<file path="src/rtl/load_pkg.sv">
// Shared definitions for the load path.
//   F3_*          : legal funct3 load encodings
//   load_state_e  : load_unit FSM states
//   is_legal()    : funct3 names a supported load
//   is_split()    : access spans two aligned words
package load_pkg;

  localparam logic [2:0] F3_LB  = 3'b000;
  localparam logic [2:0] F3_LH  = 3'b001;
  localparam logic [2:0] F3_LW  = 3'b010;
  localparam logic [2:0] F3_LBU = 3'b100;
  localparam logic [2:0] F3_LHU = 3'b101;

  typedef enum logic [1:0] {
    StIdle,
    StRd0,
    StRd1,
    StResp
  } load_state_e;

  function automatic logic is_legal(input logic [2:0] f3);
    logic legal;
    case (f3)
      F3_LB, F3_LH, F3_LW, F3_LBU, F3_LHU: legal = 1'b1;
      default:                             legal = 1'b0;
    endcase
    return legal;
  endfunction

  // Byte loads never split; halfwords only at lane 3; words at any non-zero lane.
  function automatic logic is_split(input logic [2:0] f3, input logic [1:0] off);
    logic split;
    case (f3)
      F3_LH, F3_LHU: split = (off == 2'd3);
      F3_LW:         split = (off != 2'd0);
      default:       split = 1'b0;
    endcase
    return split;
  endfunction

endpackage

</file>
<file path="src/rtl/load_unit_if.sv">
// Word-addressed data memory read bus.
//   MemAddr  : word-aligned read address (bits [1:0] = 00)
//   MemRead  : read strobe, held with MemAddr stable until MemValid
//   MemValid : ReadData valid this cycle
//   ReadData : memory word
// master = requester (load_unit), slave = memory.
interface load_unit_if;

  logic [31:0] MemAddr;
  logic        MemRead;
  logic        MemValid;
  logic [31:0] ReadData;

  modport master (
    output MemAddr,
    output MemRead,
    input  MemValid,
    input  ReadData
  );

  modport slave (
    input  MemAddr,
    input  MemRead,
    output MemValid,
    output ReadData
  );

endinterface

</file>
<file path="src/rtl/load_align.sv">
// Combinational load alignment and extension.
//   word0    : lower aligned word (holds the addressed byte lane)
//   word1    : next aligned word, 0 when the access does not split
//   off      : byte lane of the address, little-endian
//   funct3   : load type
//   LoadData : selected byte/halfword/word, sign- or zero-extended; 0 for illegal types
module load_align
  import load_pkg::*;
(
  input  logic [31:0] word0,
  input  logic [31:0] word1,
  input  logic [1:0]  off,
  input  logic [2:0]  funct3,
  output logic [31:0] LoadData
);

  // Low 32 bits of {word1, word0} >> (8 * off).
  logic [31:0] shifted;

  // The top byte of word1 can never reach the low 32 bits of the shifted window.
  logic unused_word1_hi;
  assign unused_word1_hi = ^word1[31:24];

  always_comb begin
    shifted = word0;
    case (off)
      2'd0: shifted = word0;
      2'd1: shifted = {word1[7:0],  word0[31:8]};
      2'd2: shifted = {word1[15:0], word0[31:16]};
      2'd3: shifted = {word1[23:0], word0[31:24]};
      default: shifted = word0;
    endcase
  end

  always_comb begin
    LoadData = 32'h0;
    case (funct3)
      F3_LB:   LoadData = {{24{shifted[7]}}, shifted[7:0]};
      F3_LH:   LoadData = {{16{shifted[15]}}, shifted[15:0]};
      F3_LW:   LoadData = shifted;
      F3_LBU:  LoadData = {24'h0, shifted[7:0]};
      F3_LHU:  LoadData = {16'h0, shifted[15:0]};
      default: LoadData = 32'h0;
    endcase
  end

endmodule

</file>
<file path="src/rtl/load_unit.sv">
// Multi-cycle load unit: one request at a time, one or two aligned word reads,
// then byte/halfword/word selection with extension and a one-cycle response pulse.
//   clk, rst_n  : clock, asynchronous active-low reset
//   req_valid   : load request present
//   req_ready   : idle; request accepted on req_valid & req_ready
//   Addr        : byte address, sampled on accept
//   funct3      : load type, sampled on accept
//   mem         : memory read bus (master side)
//   resp_valid  : one-cycle response pulse
//   LoadData    : extended result, held until the next response
//   load_error  : LoadData came from an illegal funct3
module load_unit
  import load_pkg::*;
(
  input  logic               clk,
  input  logic               rst_n,
  input  logic               req_valid,
  output logic               req_ready,
  input  logic [31:0]        Addr,
  input  logic [2:0]         funct3,
  load_unit_if.master        mem,
  output logic               resp_valid,
  output logic [31:0]        LoadData,
  output logic               load_error
);

  load_state_e state_q, state_d;

  logic [31:0] addr_q;
  logic [2:0]  funct3_q;
  logic [31:0] word0_q;
  logic [31:0] word1_q;
  logic [31:0] load_data_q;
  logic        load_error_q;

  logic        accept;
  logic        split;
  logic [31:0] word0_addr;
  logic [31:0] align_w0;
  logic [31:0] align_w1;
  logic [31:0] align_data;

  assign accept     = (state_q == StIdle) && req_valid;
  assign split      = is_split(funct3_q, addr_q[1:0]);
  assign word0_addr = {addr_q[31:2], 2'b00};

  // The final word is taken live from ReadData so the result can be registered
  // on the same edge that enters StResp.
  assign align_w0 = (state_q == StRd1) ? word0_q      : mem.ReadData;
  assign align_w1 = (state_q == StRd1) ? mem.ReadData : word1_q;

  load_align u_align (
    .word0    (align_w0),
    .word1    (align_w1),
    .off      (addr_q[1:0]),
    .funct3   (funct3_q),
    .LoadData (align_data)
  );

  // Next-state logic.
  always_comb begin
    state_d = state_q;
    case (state_q)
      StIdle: begin
        if (req_valid) begin
          state_d = is_legal(funct3) ? StRd0 : StResp;
        end
      end
      StRd0: begin
        if (mem.MemValid) begin
          state_d = split ? StRd1 : StResp;
        end
      end
      StRd1: begin
        if (mem.MemValid) begin
          state_d = StResp;
        end
      end
      StResp:  state_d = StIdle;
      default: state_d = StIdle;
    endcase
  end

  // Outputs decode from state and latched address only.
  always_comb begin
    req_ready   = 1'b0;
    resp_valid  = 1'b0;
    mem.MemRead = 1'b0;
    mem.MemAddr = 32'h0;
    case (state_q)
      StIdle: req_ready = 1'b1;
      StRd0: begin
        mem.MemRead = 1'b1;
        mem.MemAddr = word0_addr;
      end
      StRd1: begin
        mem.MemRead = 1'b1;
        mem.MemAddr = word0_addr + 32'd4;  // wraps past 0xFFFFFFFC
      end
      StResp:  resp_valid = 1'b1;
      default: ;
    endcase
  end

  always_ff @(posedge clk or negedge rst_n) begin
    if (!rst_n) begin
      state_q <= StIdle;
    end else begin
      state_q <= state_d;
    end
  end

  always_ff @(posedge clk or negedge rst_n) begin
    if (!rst_n) begin
      addr_q       <= 32'h0;
      funct3_q     <= 3'b000;
      word0_q      <= 32'h0;
      word1_q      <= 32'h0;
      load_data_q  <= 32'h0;
      load_error_q <= 1'b0;
    end else begin
      if (accept) begin
        addr_q   <= Addr;
        funct3_q <= funct3;
        // Cleared so an unsplit access sees an all-zero upper window word.
        word1_q  <= 32'h0;
        if (!is_legal(funct3)) begin
          load_data_q  <= 32'h0;
          load_error_q <= 1'b1;
        end
      end
      if ((state_q == StRd0) && mem.MemValid) begin
        word0_q <= mem.ReadData;
        if (!split) begin
          load_data_q  <= align_data;
          load_error_q <= 1'b0;
        end
      end
      if ((state_q == StRd1) && mem.MemValid) begin
        word1_q      <= mem.ReadData;
        load_data_q  <= align_data;
        load_error_q <= 1'b0;
      end
    end
  end

  assign LoadData   = load_data_q;
  assign load_error = load_error_q;

endmodule

</file>
<file path="src/flat_wrapper.sv">
// flat-port wrapper written by rule: the top's interface ports become plain ports
module load_unit_flat import load_pkg::*;
  (clk, rst_n, req_valid, req_ready, Addr, funct3, resp_valid, LoadData, load_error, mem_MemAddr, mem_MemRead, mem_MemValid, mem_ReadData);
  load_unit_if mem_i ();
  input  logic clk;
  input  logic rst_n;
  input  logic req_valid;
  output logic req_ready;
  input  logic [31:0] Addr;
  input  logic [2:0] funct3;
  output logic resp_valid;
  output logic [31:0] LoadData;
  output logic load_error;
  output wire logic [$bits(mem_i.MemAddr)-1:0] mem_MemAddr;
  output wire logic [$bits(mem_i.MemRead)-1:0] mem_MemRead;
  input wire logic [$bits(mem_i.MemValid)-1:0] mem_MemValid;
  input wire logic [$bits(mem_i.ReadData)-1:0] mem_ReadData;
  assign mem_MemAddr = mem_i.MemAddr;
  assign mem_MemRead = mem_i.MemRead;
  assign mem_i.MemValid = mem_MemValid;
  assign mem_i.ReadData = mem_ReadData;
  load_unit u_core (.clk(clk), .rst_n(rst_n), .req_valid(req_valid), .req_ready(req_ready), .Addr(Addr), .funct3(funct3), .mem(mem_i), .resp_valid(resp_valid), .LoadData(LoadData), .load_error(load_error));
endmodule
</file>
<file path="config.mk">
export PLATFORM = sky130hd
export DESIGN_NAME = load_unit_flat
export DESIGN_NICKNAME = d
export VERILOG_FILES = /design/src/rtl/load_pkg.sv /design/src/rtl/load_unit_if.sv /design/src/rtl/load_align.sv /design/src/rtl/load_unit.sv /design/src/flat_wrapper.sv
export SDC_FILE = /design/constraint.sdc
export NUM_CORES = 1
export LEC_CHECK = 0
export ABC_AREA = 1
export CAP_MARGIN = 20
export CORE_UTILIZATION = 25
export CTS_CLUSTER_DIAMETER = 80
export CTS_CLUSTER_SIZE = 24
export DETAILED_ROUTE_END_ITERATION = 6
export PLACE_DENSITY = 0.55
export SLEW_MARGIN = 20
export SYNTH_ARGS = -nofsm -noshare
export SYNTH_HDL_FRONTEND = slang
export SYNTH_SLANG_ARGS = --single-unit
</file>
<file path="constraint.sdc">
create_clock -name clk -period 2.6 [get_ports clk]
set_clock_uncertainty 0.05 [all_clocks]
set_input_delay 0.26 -clock clk [delete_from_list [all_inputs] [get_ports clk]]
set_output_delay 0.26 -clock clk [all_outputs]
set_load 0.02 [all_outputs]
</file>
======== Yosys cells after proc, flatten, opt, wreduce, memory -nomap -nowiden ========
Index checks and enable logic that the tools add are counted.
storage, ports and cells
  register bits ........................... 126
  bits of input ports ..................... 71
  output and inout bits ................... 68
  word-level logic and storage cells ...... 69
operators by class
  add/sub/neg operators ................... 1
  equality and inequality tests ........... 17
  muxes and demuxes ....................... 31
  reductions and logical operators ........ 13
operator list
  cell                     number
  $mux W32                 6
  $pmux W32 S5             1
  $pmux W32 S4             1
  $mux W24                 3
  $pmux W32 S2             1
  $add A32 B3 Y32 const B  1
  $mux W1                  13
  $eq A3 B3 Y1 const B     4
  $eq A2 B2 Y1 const B     4
  $mux W2                  4
  $pmux W2 S4              1
  $eq A3 B1 Y1 const B     2
  $eq A3 B2 Y1 const B     2
  $logic_not A3 Y1         2
  $ne A2 B2 Y1 const B     3
  $reduce_or A5 Y1         1
  $eq A2 B1 Y1 const B     2
  $logic_not A2 Y1         2
  $reduce_bool A2 Y1       2
  $reduce_or A2 Y1         2
  $logic_and A1 B1 Y1      3
  $reduce_and A3 Y1        1
  $pmux W1 S2              1

======== Depth between registers and ports, before layout ========
  depth in word-level cells ............... 9
  gate-level depth with buffers ........... 15
  gate-level depth less buffers ........... 13

======== Hierarchy ========
A second synthesis with hierarchy kept.
unflattened totals
  cell total of the unflattened synthesis .. 1232
  area, all modules ....................... 8389.3 um^2
modules (own cells, without submodules)
  module      times used  cells each  area each (um^2)
  load_unit   1           959         7155.6
  load_align  1           273         1233.7

======== Least setup slack after synthesis ========
Ideal clock, no wire load.
  kind .................................... flip-flop to output port
  start point ............................. register u_core.state_q[0]
  end point ............................... output mem_MemAddr[7]
  data arrival time ....................... 1.988 ns
  data required time ...................... 2.290 ns
  slack ................................... 0.302 ns
  cell stages (with the launch flop) ...... 11
  buffers on the path ..................... 4
  cells stage by stage .................... dfrtp_1 inv_1 ha_1 buf_4 inv_2 buf_6 buf_2 buf_2 a21oi_1 a21oi_1 a211oi_1
on the way
  word-level cells in the longest chain between the ends .. 2
RTL lines
  what                                          line                text
  from (decl)                                   load_unit.sv:27     load_state_e state_q, state_d;
  from (signal assigned)                        load_unit.sv:107    state_q <= StIdle;
  from (signal assigned)                        load_unit.sv:109    state_q <= state_d;
  $eq A2 B2 Y1 or $eq A2 B1 Y1 (tied branches)  load_unit.sv:90     case (state_q)
  $pmux W32 S2 *                                load_unit.sv:90
  to (decl)                                     flat_wrapper.sv:14  output wire logic [$bits(mem_i.MemAddr)-1:0] mem_MemAddr;
Every way passes the cells marked *; elsewhere a longest branch is shown, timed or not.

======== Final worst setup path ========
  start point ............................. register u_core.state_q[0]
  end point ............................... output mem_MemAddr[10]
Same word-level chain as after synthesis.

==> qor.csv <==
metric,value,unit
outcome,finished with violations,
violations,DRC,
place_congestion,0.897,
io_pins,139,
slew-limit-headroom,0.532,
antenna_found_initial,2,
die_y,180,um
hold_path_class,in -> async,
final_nets,1388,
grt_pass1_wl,43400,um
netlist_area,7910,sq um
clock_latency,430,ps
async_flop_share,1.00,
synth_top_cell_by_area,dfrtp_1,
nFillCells,3276,
synth_cell_types,44,
postSynthCellCount,1159,
drtIter0Drc,602,
p_int,7.33,mW
worstSetupStartpoint,u_core.state_q[0]$_DFFE_PN0P_,
drc,10,
synth-edff-count,0,
rr_endpoint,u_core.LoadData[8]$_DFF_PN0_,
worstPathArrival,2220,ps
vias,8032,
final-hold-violation-count,0,
tightest_slew,695,ps
ir_drop,0.659,mV
fin_cells,1723,
crit_slowest_cell,dfrtp_1,
rsz0062_at_grt,true,
finalInstanceArea,10600,sq um
pwr-share-seq,0.241,
finalSetupViolCount,0,
reg2regPathDepth,14,
cts_made_buffers,17,
die-area,32400,sq um
clock_path_buffers,2,
synth_area_leaders,"dfrtp_1, nand2_1, o21ai_0, inv_1, nor2_1",
tritoncts,yes,
crit_type,reg -> out,
cpPeakStageDelay,390,ps
ys.flop_type,dfrtp_1,
netSwitchingPower,6.63,mW
switching_share,0.475,
cp.depth,7,
reg2reg_from,u_core.state_q[0]$_DFFE_PN0P_,
power_density,1320,nW/um^2
critPathCapture,mem_MemAddr[10],
grt_pass1_vias,7739,
hold_slack,274,ps
cpMostUsedCell,inv_1,
synth_common_cells,"nand2_1, dfrtp_1, o21ai_0",
yosysMostFrequentCell,nand2_1,
setup_tns,0,ps
start_util,0.257,
syn_to_final_growth,34.0,%
final.min_clock_period,2530,ps
finalMaxSlewViolations,0,
clkPwrFrac,0.193,
grt_start_max_net_pins,84,
avgRoutedWirePerCell,15.8,um
cts_sinks,126,
antenna_left,0,
ys_seq_area_frac,0.399,
rows,64,
power_frac_comb,0.566,
placed_area,9940,sq um
drive_above_1_share,0.128,
wl,27300,um
critPathLaunchType,register,
yosys_register_bits,126,
endpoint_kind,primary output,
critPathTopFamily,buffers and inverters,
post_synth.cell_area_avg,6.83,sq um
ctsHtreeMaxLevel,4,
crit_buf_inv,4,
max_freq,0.395,GHz
dr.pass1.iters,7,
leakage,5.20,nW
core,30800,sq um
finalCritPeriodShare,0.973,
reg2reg_slack,180,ps
dp_cells,1686,
cts_root_buf,clkbuf_16,
fp.dieW,180,um
cp_max_fo,4,
synth_warnings,0,
grt_overflow,0,
viasPerCell,4.66,
fin_util,0.344,
clkTransAtPathRegs,70,ps
dp.final_hpwl,20300,um
synth_top_cell_area_share,0.399,
cp_cell_sequence,"inv_1, ha_1, inv_1, nor2_2, inv_1, a311oi_2, clkdlybuf4s15_2",
io_buffers,136,
worstPathRequired,2290,ps
drv_cap,0,
track_usage,0.173,
cell usage in the layout, fill, tap and decap left out, types with 6 or more instances in the layout:
cell type          n
nor2_1            84
dlygate4sd2_1      9
nand3_1           59
nand2_2            7
nand2_1          407
buf_4             52
o22ai_1           24
clkbuf_2          15
buf_12             6
nor2_2             9
a21oi_1           54
clkdlybuf4s50_1  105
mux2_2            14
o211ai_1           6
o21ai_0          122
clkbuf_16         17
o21ai_1           17
inv_1            114
dfrtp_1          125
logic make-up after synthesis:
| logic type | after synthesis | share of synthesized area |
|---|---|---|
| multiplexers | 14 | 0.0199 |
| buffers and inverters | 183 | 0.101 |
| adder cells (fa/ha/maj) | 5 | 0.00791 |
| AND/OR/NAND/NOR | 590 | 0.309 |
| AO/OA/AOI/OAI | 240 | 0.163 |
| flip-flops | 126 | 0.399 |
| other | 1 | 0.000474 |
state kept, by name, indices dropped and copies added, names as in the netlist:
register           cells
u_core.load_error      1
u_core.word1_q        24
u_core.addr_q         32
u_core.funct3_q        3
u_core.state_q         2
u_core.LoadData       32
u_core.word0_q        32
worst register-to-register path, cell delays in order (launching register included):
cell and delay (ps):
dfrtp_1 390, inv_1 120, ha_4 210, inv_2 230, buf_6 260, nand2_1 80
nand2_1 140, nand2_1 70, nand2_1 60, inv_1 50, nand2_2 80, nand3_4 240
o21ai_1 240, nand2_1 90, nand2_1 60
through the flow:
| step | setup slack [ps] | power [mW] |
|---|---|---|
| global placement | 137 | 11.3 |
| detailed placement | 42.8 | 11.4 |
| CTS | 13.5 | 14.0 |
| floorplan | 302 | 8.21 |
| finish | 70.8 | 14.0 |
| global route | -24.3 | 15.0 |
routing by layer:
metal / share of wire / vias up / global-route usage / wire length, um
li1: - / 4035 / - / -
met1: 0.45 / 3739 / 0.223 / 12200
met2: 0.47 / 225 / 0.282 / 12900
met3: 0.055 / 33 / 0.0381 / 1500
met4: 0.023 / 0 / 0.0621 / 623
met5: 0 / - / 0 / 0
power by group through the flow:
| stage | sequential, mW | clock (mW) | combinational [mW] |
|---|---|---|---|
| 6_report | 3.36 | 2.70 | 7.89 |
| 3_5_place_dp | 3.37 | 0 | 8.02 |
| 5_1_grt | 3.45 | 2.83 | 8.73 |
| 4_1_cts | 3.34 | 2.76 | 7.89 |
| 3_3_place_gp | 3.35 | 0 | 7.97 |
| 2_1_floorplan | 3.42 | 0 | 4.80 |
final cells by class:
type | instances | area [sq um] | area share
clock inverters | 11 | 179 | 0.0169
well taps | 396 | 495 | 0.0467
diodes | 2 | 5.00 | 0.000472
repair buffers | 195 | 1800 | 0.169
flip-flops and latches | 126 | 3150 | 0.297
inverters | 121 | 462 | 0.0435
multi-input cells | 851 | 4030 | 0.380
clock buffers | 21 | 480 | 0.0453
worst min-delay path by stage:
stage | startpoint | end | depth (start not counted)
2_1_floorplan | rst_n | u_core.LoadData[0]$_DFF_PN0_ | 0
3_3_place_gp | rst_n | u_core.word1_q[17]$_DFFE_PN0P_ | 1
3_5_place_dp | rst_n | u_core.word1_q[17]$_DFFE_PN0P_ | 1
4_1_cts | rst_n | u_core.word1_q[17]$_DFFE_PN0P_ | 2
5_1_grt | rst_n | u_core.word0_q[17]$_DFFE_PN0P_ | 2
6_report | rst_n | u_core.word1_q[17]$_DFFE_PN0P_ | 2
what timing repair did:
item | CTS | global route
gates resized for setup | 46 | 52
setup buffers | 0 | 2
hold buffers | 1 | 0
endpoints found under the setup margin | 30 | 48
hold endpoints to repair | 31 | 0
pin swaps | 0 | 3
cloned | 0 | 0
No activity file was read; power rests on OpenSTA's default activity.
